===== src/rtl/bin2bcd_pkg.sv =====
// Shared constants for the binary-to-BCD display path: FSM encoding, segment codes,
// and the digit-count helper used to reject under-sized D at elaboration.
package bin2bcd_pkg;

    localparam logic [1:0] ST_IDLE  = 2'd0;
    localparam logic [1:0] ST_SHIFT = 2'd1;
    localparam logic [1:0] ST_LOAD  = 2'd2;

    // Active-low, segment a in bit 6 down to g in bit 0.
    localparam logic [6:0] SEG_BLANK = 7'b1111111;
    localparam logic [6:0] SEG_0     = 7'b0000001;
    localparam logic [6:0] SEG_1     = 7'b1001111;
    localparam logic [6:0] SEG_2     = 7'b0010010;
    localparam logic [6:0] SEG_3     = 7'b0000110;
    localparam logic [6:0] SEG_4     = 7'b1001100;
    localparam logic [6:0] SEG_5     = 7'b0100100;
    localparam logic [6:0] SEG_6     = 7'b0100000;
    localparam logic [6:0] SEG_7     = 7'b0001111;
    localparam logic [6:0] SEG_8     = 7'b0000000;
    localparam logic [6:0] SEG_9     = 7'b0000100;

    function automatic int min_digits(input int w);
        longint maxv;
        longint pw;
        int     d;
        maxv = (longint'(1) << w) - 1;
        d    = 1;
        pw   = 10;
        while (pw <= maxv) begin
            d++;
            pw = pw * 10;
        end
        return d;
    endfunction

endpackage


===== src/rtl/bin2bcd_display_seg7_digit.sv =====
// Combinational BCD digit to active-low seven-segment decoder with blank override.
// Zero latency; no flow control. Non-decimal codes decode to blank.
module seg7_digit
    import bin2bcd_pkg::*;
(
    input  logic [3:0] digit_i,
    input  logic       blank_i,
    output logic [6:0] seg_o
);

    always_comb begin
        seg_o = SEG_BLANK;
        if (!blank_i) begin
            case (digit_i)
                4'd0:    seg_o = SEG_0;
                4'd1:    seg_o = SEG_1;
                4'd2:    seg_o = SEG_2;
                4'd3:    seg_o = SEG_3;
                4'd4:    seg_o = SEG_4;
                4'd5:    seg_o = SEG_5;
                4'd6:    seg_o = SEG_6;
                4'd7:    seg_o = SEG_7;
                4'd8:    seg_o = SEG_8;
                4'd9:    seg_o = SEG_9;
                default: seg_o = SEG_BLANK;
            endcase
        end
    end

endmodule


===== src/rtl/bin2bcd_display.sv =====
// Sequential double-dabble converter driving D seven-segment digits; W+1 clocks from the
// accepting edge to the Done cycle. Start is only sampled while idle; requests while busy are dropped.
module bin2bcd_display
    import bin2bcd_pkg::*;
#(
    parameter int W        = 8,
    parameter int D        = 3,
    parameter int BLANK_LZ = 1
) (
    input  logic           Clock,
    input  logic           Resetn,
    input  logic           Start,
    input  logic [W-1:0]   Bin,
    output logic           Busy,
    output logic           Done,
    output logic [4*D-1:0] Bcd,
    output logic [7*D-1:0] HEX
);

    localparam int TW = 4 * D;
    localparam int NW = $clog2(W + 1);

    if (W < 1 || W > 32) begin : g_bad_w
        $error("bin2bcd_display: W must be in 1..32");
    end
    if (D < min_digits(W)) begin : g_bad_d
        $error("bin2bcd_display: D too small for W");
    end

    logic [1:0]     state_q, state_d;
    logic [W-1:0]   s_q, s_d;
    logic [TW-1:0]  t_q, t_d;
    logic [NW-1:0]  n_q, n_d;
    logic           done_q, done_d;
    logic [TW-1:0]  bcd_q, bcd_d;
    logic [7*D-1:0] hex_q, hex_d;

    logic [TW-1:0]   t_adj;
    logic [TW+W-1:0] ts;
    logic [D-1:0]    blank;
    logic            zeros_above;
    logic [7*D-1:0]  hex_dec;

    // A digit is blanked only if it and every more-significant digit are zero.
    always_comb begin
        blank       = '0;
        zeros_above = 1'b1;
        for (int i = D - 1; i >= 0; i--) begin
            zeros_above = zeros_above && (t_q[4*i +: 4] == 4'd0);
            blank[i]    = (BLANK_LZ != 0) && (i != 0) && zeros_above;
        end
    end

    for (genvar g = 0; g < D; g++) begin : g_dig
        seg7_digit u_seg (
            .digit_i (t_q[4*g +: 4]),
            .blank_i (blank[g]),
            .seg_o   (hex_dec[7*g +: 7])
        );
    end

    always_comb begin
        t_adj = '0;
        for (int i = 0; i < D; i++) begin
            t_adj[4*i +: 4] = (t_q[4*i +: 4] >= 4'd5) ? t_q[4*i +: 4] + 4'd3 : t_q[4*i +: 4];
        end
        ts = {t_adj, s_q} << 1;

        state_d = state_q;
        s_d     = s_q;
        t_d     = t_q;
        n_d     = n_q;
        done_d  = 1'b0;
        bcd_d   = bcd_q;
        hex_d   = hex_q;
        case (state_q)
            ST_IDLE: begin
                if (Start) begin
                    s_d     = Bin;
                    t_d     = '0;
                    n_d     = NW'(W);
                    state_d = ST_SHIFT;
                end
            end
            ST_SHIFT: begin
                t_d = ts[TW+W-1:W];
                s_d = ts[W-1:0];
                n_d = n_q - NW'(1);
                if (n_q == NW'(1)) state_d = ST_LOAD;
            end
            ST_LOAD: begin
                bcd_d   = t_q;
                hex_d   = hex_dec;
                done_d  = 1'b1;
                state_d = ST_IDLE;
            end
            default: state_d = ST_IDLE;
        endcase
    end

    always_ff @(posedge Clock or negedge Resetn) begin
        if (!Resetn) begin
            state_q <= ST_IDLE;
            s_q     <= '0;
            t_q     <= '0;
            n_q     <= '0;
            done_q  <= 1'b0;
            bcd_q   <= '0;
            hex_q   <= '1;
        end else begin
            state_q <= state_d;
            s_q     <= s_d;
            t_q     <= t_d;
            n_q     <= n_d;
            done_q  <= done_d;
            bcd_q   <= bcd_d;
            hex_q   <= hex_d;
        end
    end

    assign Busy = (state_q != ST_IDLE);
    assign Done = done_q;
    assign Bcd  = bcd_q;
    assign HEX  = hex_q;

endmodule


===== config.mk =====
export PLATFORM = sky130hd
export DESIGN_NAME = bin2bcd_display
export DESIGN_NICKNAME = d
export VERILOG_FILES = /design/src/rtl/bin2bcd_pkg.sv /design/src/rtl/bin2bcd_display_seg7_digit.sv /design/src/rtl/bin2bcd_display.sv
export SDC_FILE = /design/constraint.sdc
export NUM_CORES = 1
export LEC_CHECK = 0
export CAP_MARGIN = 20
export CELL_PAD_IN_SITES_DETAIL_PLACEMENT = 0
export CELL_PAD_IN_SITES_GLOBAL_PLACEMENT = 2
export CORE_UTILIZATION = 32
export CTS_BUF_LIST = sky130_fd_sc_hd__clkbuf_2 sky130_fd_sc_hd__clkbuf_4 sky130_fd_sc_hd__clkbuf_8
export CTS_CLUSTER_DIAMETER = 50
export DETAILED_ROUTE_END_ITERATION = 10
export GPL_ROUTABILITY_DRIVEN = 0
export PLACE_DENSITY = 0.69
export SLEW_MARGIN = 20
export SYNTH_ARGS = -nofsm -noshare
export SYNTH_HDL_FRONTEND = slang
export SYNTH_HIERARCHICAL = 1
export SYNTH_SLANG_ARGS = --single-unit

===== constraint.sdc =====
create_clock -name Clock -period 3.35 [get_ports Clock]
set_clock_uncertainty 0.2 [all_clocks]
set_input_delay 0.8375 -clock Clock [delete_from_list [all_inputs] [get_ports Clock]]
set_output_delay 0.8375 -clock Clock [all_outputs]
set_load 0.05 [all_outputs]

# == After elaboration in Yosys (flattened, before gate mapping) ==
# Memories as Yosys holds them, arrays and structs flattened. A register that Yosys moved wholly into a read port is not among the register bits.
# Index checks and enable logic that the tools add are counted.
# classes
n_lt_le_gt_ge,3
n_reduce_logical,9
addsub,4
mux,15
eq_ne,5
# ops
op,count
12-bit case mux with 2 select lines,1
8-bit case mux with 2 select lines,1
7-bit two-way mux,2
"4-bit by 3-bit >= comparator with 1-bit output, second input constant",3
12-bit two-way mux,1
4-bit two-way mux,3
"4-bit by 2-bit adder with 4-bit output, second input constant",2
4-bit logical NOT,2
8-bit two-way mux,1
4-bit case mux with 2 select lines,1
"4-bit by 1-bit equality test with 1-bit output, second input constant",1
2-bit two-way mux,2
"2-bit != test, second input constant",2
2-bit case mux with 2 select lines,1
2-bit AND reduction,2
2-bit nonzero test,2
"4-bit by 1-bit subtractor with 4-bit output, second input constant",1
"3-bit by 2-bit adder with 3-bit output, second input constant",1
3-bit two-way mux,1
"2-bit by 1-bit equality test with 1-bit output, second input constant",1
"2-bit equality test, second input constant",1
2-bit logical NOT,1
1-bit logical AND,1
1-bit logical NOT,1
1-bit two-way mux,1
# totals
regBits,60
n_memories,3
mem_bits_ro,336
# memory_table
name,words,word_bits,read_ports,rd_clocked_by_memory_dff,write_ports,line_no,rtl
(no name shown),16,7,1,1,0,bin2bcd_display_seg7_digit.sv:14,case (digit_i)
(no name shown),16,7,1,0,0,bin2bcd_display_seg7_digit.sv:14,
(no name shown),16,7,1,0,0,bin2bcd_display_seg7_digit.sv:14,

# == Longest topological paths before layout ==
# Gate-level depths: netlist (run 1).
# depth
ltp_word,3
depth_mapped,7

# == Modules after synthesis ==
# The synthesis (run 1) kept the hierarchy.
# modules_own_cells
mod,instances,seq_area_each_um2,cells_per_inst,area_per_inst_um2
bin2bcd_display,1,1527.7,226,2834.0
seg7_digit at g_dig[0].u_seg,1,0.0,34,247.7
seg7_digit at g_dig[1].u_seg,1,0.0,33,236.5
seg7_digit at g_dig[2].u_seg,1,0.0,33,235.2

# == Worst setup path before layout (run 1) ==
# No wires, ideal clock.
# synth_timing
kind,register to register
start,register t_q[9]
end,register hex_q[10] (netlist: HEX[10])
setup_slack_ns,0.998
setup_time_ns,0.059
n_path_buf,0
arrival_ns,2.093
period_less_slack_ns,2.352
stages_incl_launch_ff,8
t_required_ns,3.091
cell_sequence,dfrtp_1 > inv_1 > ha_1 > nor3b_1 > and3_1 > nor2_1 > a21oi_1 > mux2_4
# synth_via
elab_chain_cells,3
# synth_lines
element,line_no,rtl
start: declaration,bin2bcd_display.sv:32,"logic [TW-1:0] t_q, t_d;"
start signal: assignment,bin2bcd_display.sv:113,t_q <= t_d;
4-bit logical NOT,bin2bcd_display.sv:49,zeros_above = zeros_above && (t_q[4*i +: 4] == 4'd0);
via blank[2],bin2bcd_display.sv:40,logic [D-1:0] blank;
1-bit logical AND,bin2bcd_display.sv:49,
via blank[1],bin2bcd_display.sv:40,
7-bit two-way mux,bin2bcd_display_seg7_digit.sv:13,if (!blank_i) begin
via hex_dec[10],bin2bcd_display.sv:42,logic [7*D-1:0] hex_dec;
end signal: assignment,bin2bcd_display.sv:109,hex_q <= '1;
end signal: assignment,bin2bcd_display.sv:117,hex_q <= hex_d;
end: declaration,bin2bcd_display.sv:36,"logic [7*D-1:0] hex_q, hex_d;"
# The timed path passes the listed nets, and every way through them passes these cells.
# A chain may end at the register's enable or synchronous reset.

# == Worst setup path in the final report (run 1) ==
# layout_timing
start,register state_q[0]
end,output Busy
# layout_via
elab_chain_cells,1
# layout_lines
element,line_no,rtl
start: declaration,bin2bcd_display.sv:30,"logic [1:0] state_q, state_d;"
start signal: assignment,bin2bcd_display.sv:111,state_q <= state_d;
2-bit nonzero test,bin2bcd_display.sv:121,assign Busy = (state_q != ST_IDLE);
end: declaration,bin2bcd_display.sv:14,"output logic Busy,"
# No other way between the ends.

==> metrics.txt, run 1 <==
CTS Hold Bufs=0; Max Cap Viol=0; Placed Cells=508; Syn Std Cell Area=3550 µm²; DRC viols=0; setup_tns=0 ns; synth warn=6; distinct cell type count after synthesis=44; clock tree buffer depth=2; Die Y=107 µm; clk sinks=60; Crit Path Category=flop to output port; Rel. slew slack=54.8%; sequential area share after synthesis=a little over two fifths; FP Rows=38; CP Max Fanout=2; Initial Util=32.8%; Worst setup EP type=output port; core box area=10800 µm²; first-pass GRT wire length=12400 µm; CTS tree=yes; setup slack, reg-to-reg=0.97 ns; Period minus WS final=~2.7 ns; fillers=~1100; clk_lat worst skew=0.33 ns; die span in x=107 µm; Static Leak=1.85 nW; placed cell area=4130 µm²; non-filler instance count after layout=~520; Num CTS Buffers=9; Pre-Repair DR Iteration Count=4; Worst-Margin Slew=0.678 ns; Ports=46; class of the most critical hold timing path=flop to flop; fmax=365 MHz; vias in the first global route=roughly 2500; maximum number of pins on one net before global-route repair=30; commonest non-fill, non-tap cell in the layout=clkdlybuf4s50_1; drt total wl=7020 µm; # port buffers=45; type of origin of the critical path=flop; R2R cell count=7; P&R area growth vs syn=21.1%; Post-CTS Setup Bufs=0; # resized after CTS=0; Fin. Hold Viols=0; via count=2430; RSZ-0062 raised after global routing=false; VDD IR max=0.430 mV; hold path cells=1; total number of H-tree levels=3; P per Cell Area=1010 nW/µm²; Tcrit/Tclk final=81.8%; antenna violations before repair=0; vias per cell=4.64; WP data required=2.31 ns; fin. max-slew vios=0; post-DP HPWL=about 4800 µm; Final Power=4.35 mW; Antenna Nets Post-Route=0; Total GRT Usage=a little over an eighth; WL/cell=13.4 µm; commonest cells after routing, fill and taps aside=clkdlybuf4s50_1, dfrtp_1, o21ai_0; Iteration-0 DRC Markers=82; worst endpoint data arrival time=1.70 ns; Finished Cell Area=4300 µm²; clock transition at the registers of the reported paths=0.07 ns; outcome=finished, final reports clean; Post-Synthesis Cells=326; number of synthesized register bits=60; clock root buffer=clkbuf_8; FF-to-FF End=HEX[10]; die area=11500 µm²; RR Startpoint=t_q[9]; Syn Area/Cell=10.9 µm²; Hold EP=Bcd[3]; fraction of layout cells with a size suffix above 1=24.2%; Final #Nets=414; total global routing overflow=0; Worst Hold Launch=Bcd[3]; # diodes=0; setup violators final=0
## through the flow
step / hold WS [ns] / worst slack (ns) / util (%)
after CTS: 0.320 / 0.582 / 39.7
after detailed placement: 0.302 / 0.647 / 38.1
after global placement: 0.294 / 0.720 / 38.1
final: 0.311 / 0.609 / 39.7
after global routing: 0.330 / 0.550 / 39.7
after floorplan: 0.267 / 0.998 / -
## critical path: stages (launching register included)
cell             delay [ns]
dfrtp_1                0.37
or2_2                  0.30
clkdlybuf4s50_1        0.70
## report_power, final
part / internal, mW / leakage, nW / total (mW) / switching (mW)
registers: 1.08 / 0.727 / 1.43 / 0.353
logic: 1.00 / 1.03 / 2.34 / 1.34
clock network: 0.292 / 0.0923 / 0.579 / 0.287
total: 2.37 / 1.85 / 4.35 / 1.98
## synth_stat cells (all sizes together)
| cell | n | area [µm²] |
|---|---|---|
| a21o | 1 | 7.51 |
| a21oi | 29 | 156 |
| a22o | 1 | 8.76 |
| a22oi | 8 | 60.1 |
| a31oi | 1 | 6.26 |
| and2b | 1 | 8.76 |
| and3 | 2 | 12.5 |
| buf | 15 | 139 |
| clkbuf | 1 | 3.75 |
| conb | 1 | 3.75 |
| dfrtp | 39 | 976 |
| dfstp | 21 | 552 |
| ha | 24 | 300 |
| inv | 18 | 67.6 |
| mux2 | 33 | 480 |
| mux2i | 1 | 10.0 |
| nand2 | 20 | 75.1 |
| nand2b | 13 | 96.4 |
| nand3 | 6 | 30.0 |
| nand3b | 1 | 7.51 |
| nor2 | 8 | 30.0 |
| nor2b | 13 | 81.3 |
| nor3 | 8 | 50.1 |
| nor3b | 5 | 47.5 |
| o21ai | 36 | 180 |
| o21bai | 4 | 33.8 |
| o22ai | 2 | 12.5 |
| o311ai | 3 | 26.3 |
| o31ai | 1 | 7.51 |
| or2 | 2 | 15.0 |
| or2b | 2 | 15.0 |
| xnor2 | 3 | 26.3 |
| xor2 | 3 | 26.3 |
## kinds of logic after synthesis
logic type,synth area share (%)
xor gates and xnor gates,1.48
muxes,13.8
buffers and inverters,5.92
adders and majority gates,8.45
other,0.106
and+or+nand+nor,13.2
DFF,43.0
AOI/OAI and AO/OA,14.0
## worst max-delay path by stage
stage / slack (ns) / endpoint / from / cells after the start
3_5_place_dp: 0.65 / s_q[5] / Start / 4
2_1_floorplan: 1.0 / HEX[10] / t_q[9] / 7
5_1_grt: 0.55 / Busy / state_q[0] / 2
3_3_place_gp: 0.72 / s_q[0] / Start / 4
4_1_cts: 0.58 / Busy / state_q[0] / 2
6_report: 0.61 / Busy / state_q[0] / 2
## sequential cells by signal, indices dropped and copies added, names as in the netlist
name	cells
n_q	4
t_q	12
state_q	2
s_q	8
HEX	21
Bcd	12
Done	1
## layer usage
metal / track usage (%) / share of wire [%] / up-vias
li1: - / - / 1230
met1: 19.0 / 52 / 1156
met2: 20.6 / 44 / 35
met3: 2.48 / 2.8 / 9
met4: 6.26 / 1.6 / 0
met5: 0 / 0 / -
## final cells by class
class                           count  area, µm²  area share (%)
Tap cell                          140        175            4.07
Timing Repair Buffer               53        518            12.0
Sequential cell                    60       1530            35.5
Multi-Input combinational cell    237       1840            42.8
Clock buffer                       11        145            3.37
Inverter                           18       67.6            1.57
Clock inverter                      5       27.5           0.640
(Power assumes the default switching activity.)
==> inputs of run 2 (changes only) <==
Settings changed: PLACE_DENSITY 0.69 to 0.72.
Clock period 3.35 ns to 2.3 ns, I/O delays scaled along.
==> run 2 against run 1 <==
  * Via count up 2.1%
  * Sequential share of layout area down 0.61 points
  * Hold slack worse by 0.0015 ns
  * Final area up 1.7%
  * Die area unchanged
  * Critical path depth down 1
  * Setup slack worse by 0.57 ns
  * Routed wire length up 0.70%
  * Power up 50%
  * Clock power up 65%
  * Critical endpoint is now Bcd[5]
  * Clock-buffer cell count up 2
  * Largest cell class unchanged
  * First-iteration DRC count up 28%
==> metrics.txt, run 2 (synthesis results as in run 1) <==
outcome=finished, final reports clean (unchanged); via count=2480 (was 2430); total global routing overflow=0 (unchanged); clock share of power=14.6% (was 13.3%); Crit Path Category=flop to output port (unchanged); clk sinks=60 (unchanged); CTS tree=yes (unchanged); CP Max Fanout=2 (unchanged); delay-heaviest family, CP=buffers and inverters (unchanged); Num CTS Buffers=9 (unchanged); Rel. slew slack=51.7% (was 54.8%); Worst setup EP type=output port (unchanged); clock transition at the registers of the reported paths=0.07 ns (about the same); commonest cells after routing, fill and taps aside=buf_4, dfrtp_1, o21ai_0 (was clkdlybuf4s50_1, dfrtp_1, o21ai_0); P per Cell Area=1490 nW/µm² (was 1010 nW/µm²); Worst path slowest cell=clkdlybuf4s50_1 (unchanged); Psw=2.90 mW (was 1.98 mW); FP Rows=38 (unchanged); Tcrit/Tclk final=98.3%; P&R area growth vs syn=23.2% (was 21.1%); die span in x=107 µm (unchanged); Post-CTS Setup Bufs=0 (unchanged); RSZ-0062 raised after global routing=false (unchanged); drt total wl=7070 µm (was 7020 µm); Die Y=107 µm (unchanged); Cell Chain, Critical Path=clkdlybuf4s50_1 (was or2_2 -> clkdlybuf4s50_1); Seq pwr share=29.6% (was 32.9%); core box area=10800 µm² (unchanged); Iteration-0 DRC Markers=105 (was 82); internal power=3.61 mW (was 2.37 mW); WL/cell=13.2 µm (was 13.4 µm); commonest non-fill, non-tap cell in the layout=buf_4 (was clkdlybuf4s50_1); # diodes=0 (unchanged); clock tree buffer depth=2 (unchanged); clk_lat worst skew=0.34 ns (was 0.33 ns); non-filler instance count after layout=535 (was 524); post-DP HPWL=4820 µm (about the same); class of the most critical hold timing path=flop to flop (unchanged); # port buffers=45 (unchanged); Final Core Density=40.4% (was 39.7%); Pre-Repair DR Iteration Count=4 (unchanged); vias in the first global route=2335 (was 2520); Placed Cells=518 (was 508); WP data required=1.52 ns (was 2.31 ns); maximum number of pins on one net before global-route repair=35 (was 30); Total GRT Usage=13.1% (was 13.7%); Fin. Hold Viols=0 (unchanged); fmax=442 MHz; CP peak stage delay=0.81 ns (was 0.70 ns); Max Cap Viol=0 (unchanged); setup violators final=0 (unchanged); VDD IR max=0.594 mV (was 0.430 mV); first-pass GRT wire length=11800 µm (was 12400 µm); max FFs per register=21 (unchanged); Period minus WS final=around 2.3 ns; antenna violations before repair=0 (unchanged); worst hold margin=0.310 ns (was 0.311 ns); sw frac=44.6% (was 45.5%); total number of H-tree levels=3 (unchanged); Buf+Inv Stages, Crit Path=1 (unchanged); combinational cell fraction of total power=55.8% (was 53.8%); clock root buffer=clkbuf_8 (unchanged); DRC viols=0 (unchanged); Ports=46 (unchanged); vias per cell=4.64 (about the same); worst endpoint data arrival time=1.49 ns (was 1.70 ns); die area=11500 µm² (unchanged); Initial Util=32.8% (unchanged); Static Leak=2.05 nW (was 1.85 nW); Final #Nets=425 (was 414); setup_tns=0 ns (unchanged); type of origin of the critical path=flop (unchanged); Antenna Nets Post-Route=0 (unchanged); Worst-Margin Slew=0.725 ns (was 0.678 ns); fraction of layout cells with a size suffix above 1=32.4% (was 24.2%); fin. max-slew vios=0 (unchanged)
run 2: cell types whose count changed in the layout (fill, tap and decap cells not counted), moves of 2 or more:
| cell | delta |
|---|---|
| buf_4 | +33 |
| dlymetal6s2s_1 | +5 |
| clkbuf_4 | +3 |
| clkdlybuf4s50_1 | -30 |
| clkinv_2 | -2 |
run 2: path summary, 6_finish.rpt:
path	start	to	slack, ns	cells after the start
min in group asynchronous	Resetn	Bcd[7]	0.50	2
worst min register to register	Bcd[11]	Bcd[11]	0.31	1
worst min-delay path	Bcd[11]	Bcd[11]	0.31	1
max in group asynchronous	Resetn	HEX[14]	0.80	3
worst max register to register	t_q[8]	HEX[13]	0.29	7
worst max-delay path	Bcd[5]	Bcd[5]	0.04	1
run 2: worst reg2reg max path, stage by stage, from the launching register on:
cell,delay (ns)
dfrtp_1,0.38
inv_1,0.10
ha_1,0.21
nor3b_2,0.26
and3_1,0.37
nor2_1,0.13
a21oi_1,0.17
mux2_4,0.16
run 2: per-layer routing:
metal	up-vias	part of all wire, %	global-route usage (%)
met1	1170	52	18.6
met5	-	0	0
met2	53	43	19.5
li1	1249	-	-
met3	8	3.6	2.60
met4	0	1.2	4.89
run 2: power by group through the flow:
stage	combinational, mW	sequential, mW	clock [mW]
floorplan	1.93	2.71	0
global route	4.01	2.00	1.03
finish	3.63	1.93	0.954
detailed placement	3.67	1.95	0
CTS	3.67	1.94	0.983
global placement	3.66	1.94	0
run 2: layout make-up:
cell class | count | area (µm²)
fill | 1064 | 6460
multi-input combinational | 237 | 1850
sequential | 60 | 1530
timing repair buffer | 64 | 567
tap | 140 | 175
clock buffer | 13 | 154
inverter | 18 | 67.6
clock inverter | 3 | 40.0
run 2: per-stage QoR:
step                area [µm²]  worst slack, ns  power (mW)
floorplan                 3580            0.208        4.65
global placement          4160           0.0835        5.60
detailed placement        4160          -0.0273        5.63
CTS                       4370        0.0000501        6.60
global route              4380         0.000144        7.05
finish                    4380           0.0385        6.51
run 2: timing repair:
action,4_1_cts,5_1_grt
gates resized for setup,1,5
setup endpoints to repair,1,5
hold endpoints to repair,4,0
hold buffers,1,0
==> inputs of run 3 (changes only) <==
Settings changed: CTS_BUF_LIST sky130_fd_sc_hd__clkbuf_2 sky130_fd_sc_hd__clkbuf_4 sky130_fd_sc_hd__clkbuf_8 to not set.
==> run 3 against run 2 <==
  * Non-clock buffer count did not move
  * Hold slack about the same
  * Clock power fell by 5.9%
  * Core utilization is 0.13 points lower
  * Critical endpoint unchanged
  * Routed wire length down 0.13%
  * Register-to-register slack about the same
  * Largest cell class unchanged
  * Setup slack improved by 0.0078 ns
  * Flip-flop and latch count did not move
  * Sequential power hardly changed
  * Sequential share of layout area increased by 0.11 points
  * Maximum frequency up 0.35%
==> metrics.txt, run 3 (synthesis results as in run 1) <==
die span in x=107 µm (unchanged); type of origin of the critical path=flop (unchanged); Critical Path Source=Bcd[5] (unchanged); Worst setup EP type=output port (unchanged); Finished Cell Area=4360 µm² (was 4380 µm²); clock tree buffer depth=2 (unchanged); Static Leak=2.06 nW (was 2.05 nW); P per Cell Area=1480 nW/µm² (was 1490 nW/µm²); antenna violations before repair=0 (unchanged); class of the most critical hold timing path=flop to flop (unchanged); vias in the first global route=2347 (was 2335); via count=2482 (was 2480); # diodes=0 (unchanged); Tcrit/Tclk final=98.0% (was 98.3%); Cell Chain, Critical Path=clkdlybuf4s50_1 (unchanged); Worst Hold Launch=Bcd[11] (unchanged); clock transition at the registers of the reported paths=0.07 ns (about the same); Pre-Repair DR Iteration Count=4 (unchanged); Rel. slew slack=51.2% (was 51.7%); Initial Util=32.8% (unchanged); CP peak stage delay=0.81 ns (about the same); Fin. Hold Viols=0 (unchanged); fmax=444 MHz (was 442 MHz); Worst path slowest cell=clkdlybuf4s50_1 (unchanged); core box area=10800 µm² (unchanged); delay-heaviest family, CP=buffers and inverters (unchanged); Die Y=107 µm (unchanged); total global routing overflow=0 (unchanged); Total GRT Usage=13.1% (about the same); commonest non-fill, non-tap cell in the layout=buf_4 (unchanged); worst endpoint data arrival time=1.48 ns (was 1.49 ns); Final #Nets=425 (unchanged); highest metal used=met4 (unchanged); P&R area growth vs syn=22.8% (was 23.2%); Period minus WS final=2.25 ns (was 2.26 ns); clock root buffer=clkbuf_8 (unchanged); CTS tree=yes (unchanged); Num CTS Buffers=9 (unchanged); VDD IR max=0.572 mV (was 0.594 mV); fin. max-slew vios=0 (unchanged); Iteration-0 DRC Markers=109 (was 105); non-filler instance count after layout=535 (unchanged); Ports=46 (unchanged); met1 wire length=3630 µm (was 3690 µm); placed cell area=4160 µm² (unchanged); CP Max Fanout=2 (unchanged); # port buffers=45 (unchanged); clk sinks=60 (unchanged); WL/cell=13.2 µm (about the same); Crit Path Category=flop to output port (unchanged); Max Cap Viol=0 (unchanged); RSZ-0062 raised after global routing=false (unchanged); DRC viols=0 (unchanged); Placed Cells=518 (unchanged); drt total wl=7060 µm (was 7070 µm); outcome=finished, final reports clean (unchanged); fraction of layout cells with a size suffix above 1=31.4% (was 32.4%); Final Core Density=40.3% (was 40.4%); Worst-Margin Slew=0.732 ns (was 0.725 ns); RR Startpoint=t_q[8] (unchanged); routed wl met3=243 µm (was 254 µm); total number of H-tree levels=3 (unchanged); FP Rows=38 (unchanged); first-pass GRT wire length=11800 µm (unchanged); die area=11500 µm² (unchanged); Antenna Nets Post-Route=0 (unchanged); max FFs per register=21 (unchanged); Final Power=6.44 mW (was 6.51 mW); maximum number of pins on one net before global-route repair=35 (unchanged); commonest cells after routing, fill and taps aside=buf_4, dfrtp_1, o21ai_0 (unchanged); clk_lat worst skew=0.33 ns (was 0.34 ns); fillers=1067 (was 1064); routed length on met2=3150 µm (was 3040 µm); Buf+Inv Stages, Crit Path=1 (unchanged); vias per cell=4.64 (about the same); setup violators final=0 (unchanged); post-DP HPWL=4820 µm (unchanged); WP data required=1.52 ns (about the same); Post-CTS Setup Bufs=0 (unchanged)
-- run 3: cell type report --
| cell class | instances | area (µm²) | share of cell area, % |
|---|---|---|---|
| clock buffer | 13 | 139 | 3.18 |
| sequential | 60 | 1530 | 35.0 |
| clock inverter | 3 | 40.0 | 0.917 |
| multi-input combinational | 237 | 1850 | 42.3 |
| timing repair buffer | 64 | 568 | 13.0 |
| tap | 140 | 175 | 4.01 |
| inverter | 18 | 67.6 | 1.55 |
-- run 3: per-layer routing --
| metal | global-route usage (%) | vias up |
|---|---|---|
| met3 | 2.60 | 4 |
| met2 | 19.7 | 46 |
| met4 | 5.19 | 0 |
| li1 | - | 1251 |
| met5 | 0 | - |
| met1 | 18.4 | 1181 |
-- run 3: timing repair --
item	4_1_cts	5_1_grt
pin swaps	0	0
gates resized for setup	2	6
setup endpoints to repair	2	6
hold endpoints to repair	4	0
hold buffers	1	0
-- run 3: through the flow --
step           TNS [ns]  setup slack, ns  hold WS [ns]
3_5_place_dp    -0.0280          -0.0273         0.294
5_1_grt               0          0.00708         0.328
4_1_cts               0          0.00920         0.314
2_1_floorplan         0            0.208        0.0794
6_report              0           0.0463         0.310
3_3_place_gp          0           0.0835         0.294
-- run 3: worst paths after layout --
check	depth (start not counted)	slack, ns	to
max in group asynchronous	3	0.80	HEX[14]
max	1	0.05	Bcd[5]
min reg2reg	1	0.31	Bcd[11]
min in group asynchronous	2	0.50	Bcd[7]
max reg2reg	7	0.28	HEX[13]
min	1	0.31	Bcd[11]
-- run 3: power by group --
part           switching, mW  leakage (nW)  total, mW  internal (mW)
clock                  0.398        0.0914      0.898          0.499
combinational           2.14          1.24       3.62           1.48
sequential             0.350         0.727       1.92           1.57
-- run 3: worst reg2reg max path, delay by kind of cell (launching register included) --
kind                     cells  cell delay [ns]
buffers and inverters        1             0.10
adder cells (fa/ha/maj)      1             0.21
flip-flops                   1             0.38
AO/OA/AOI/OAI                1             0.17
multiplexers                 1             0.16
AND/OR/NAND/NOR              3             0.76
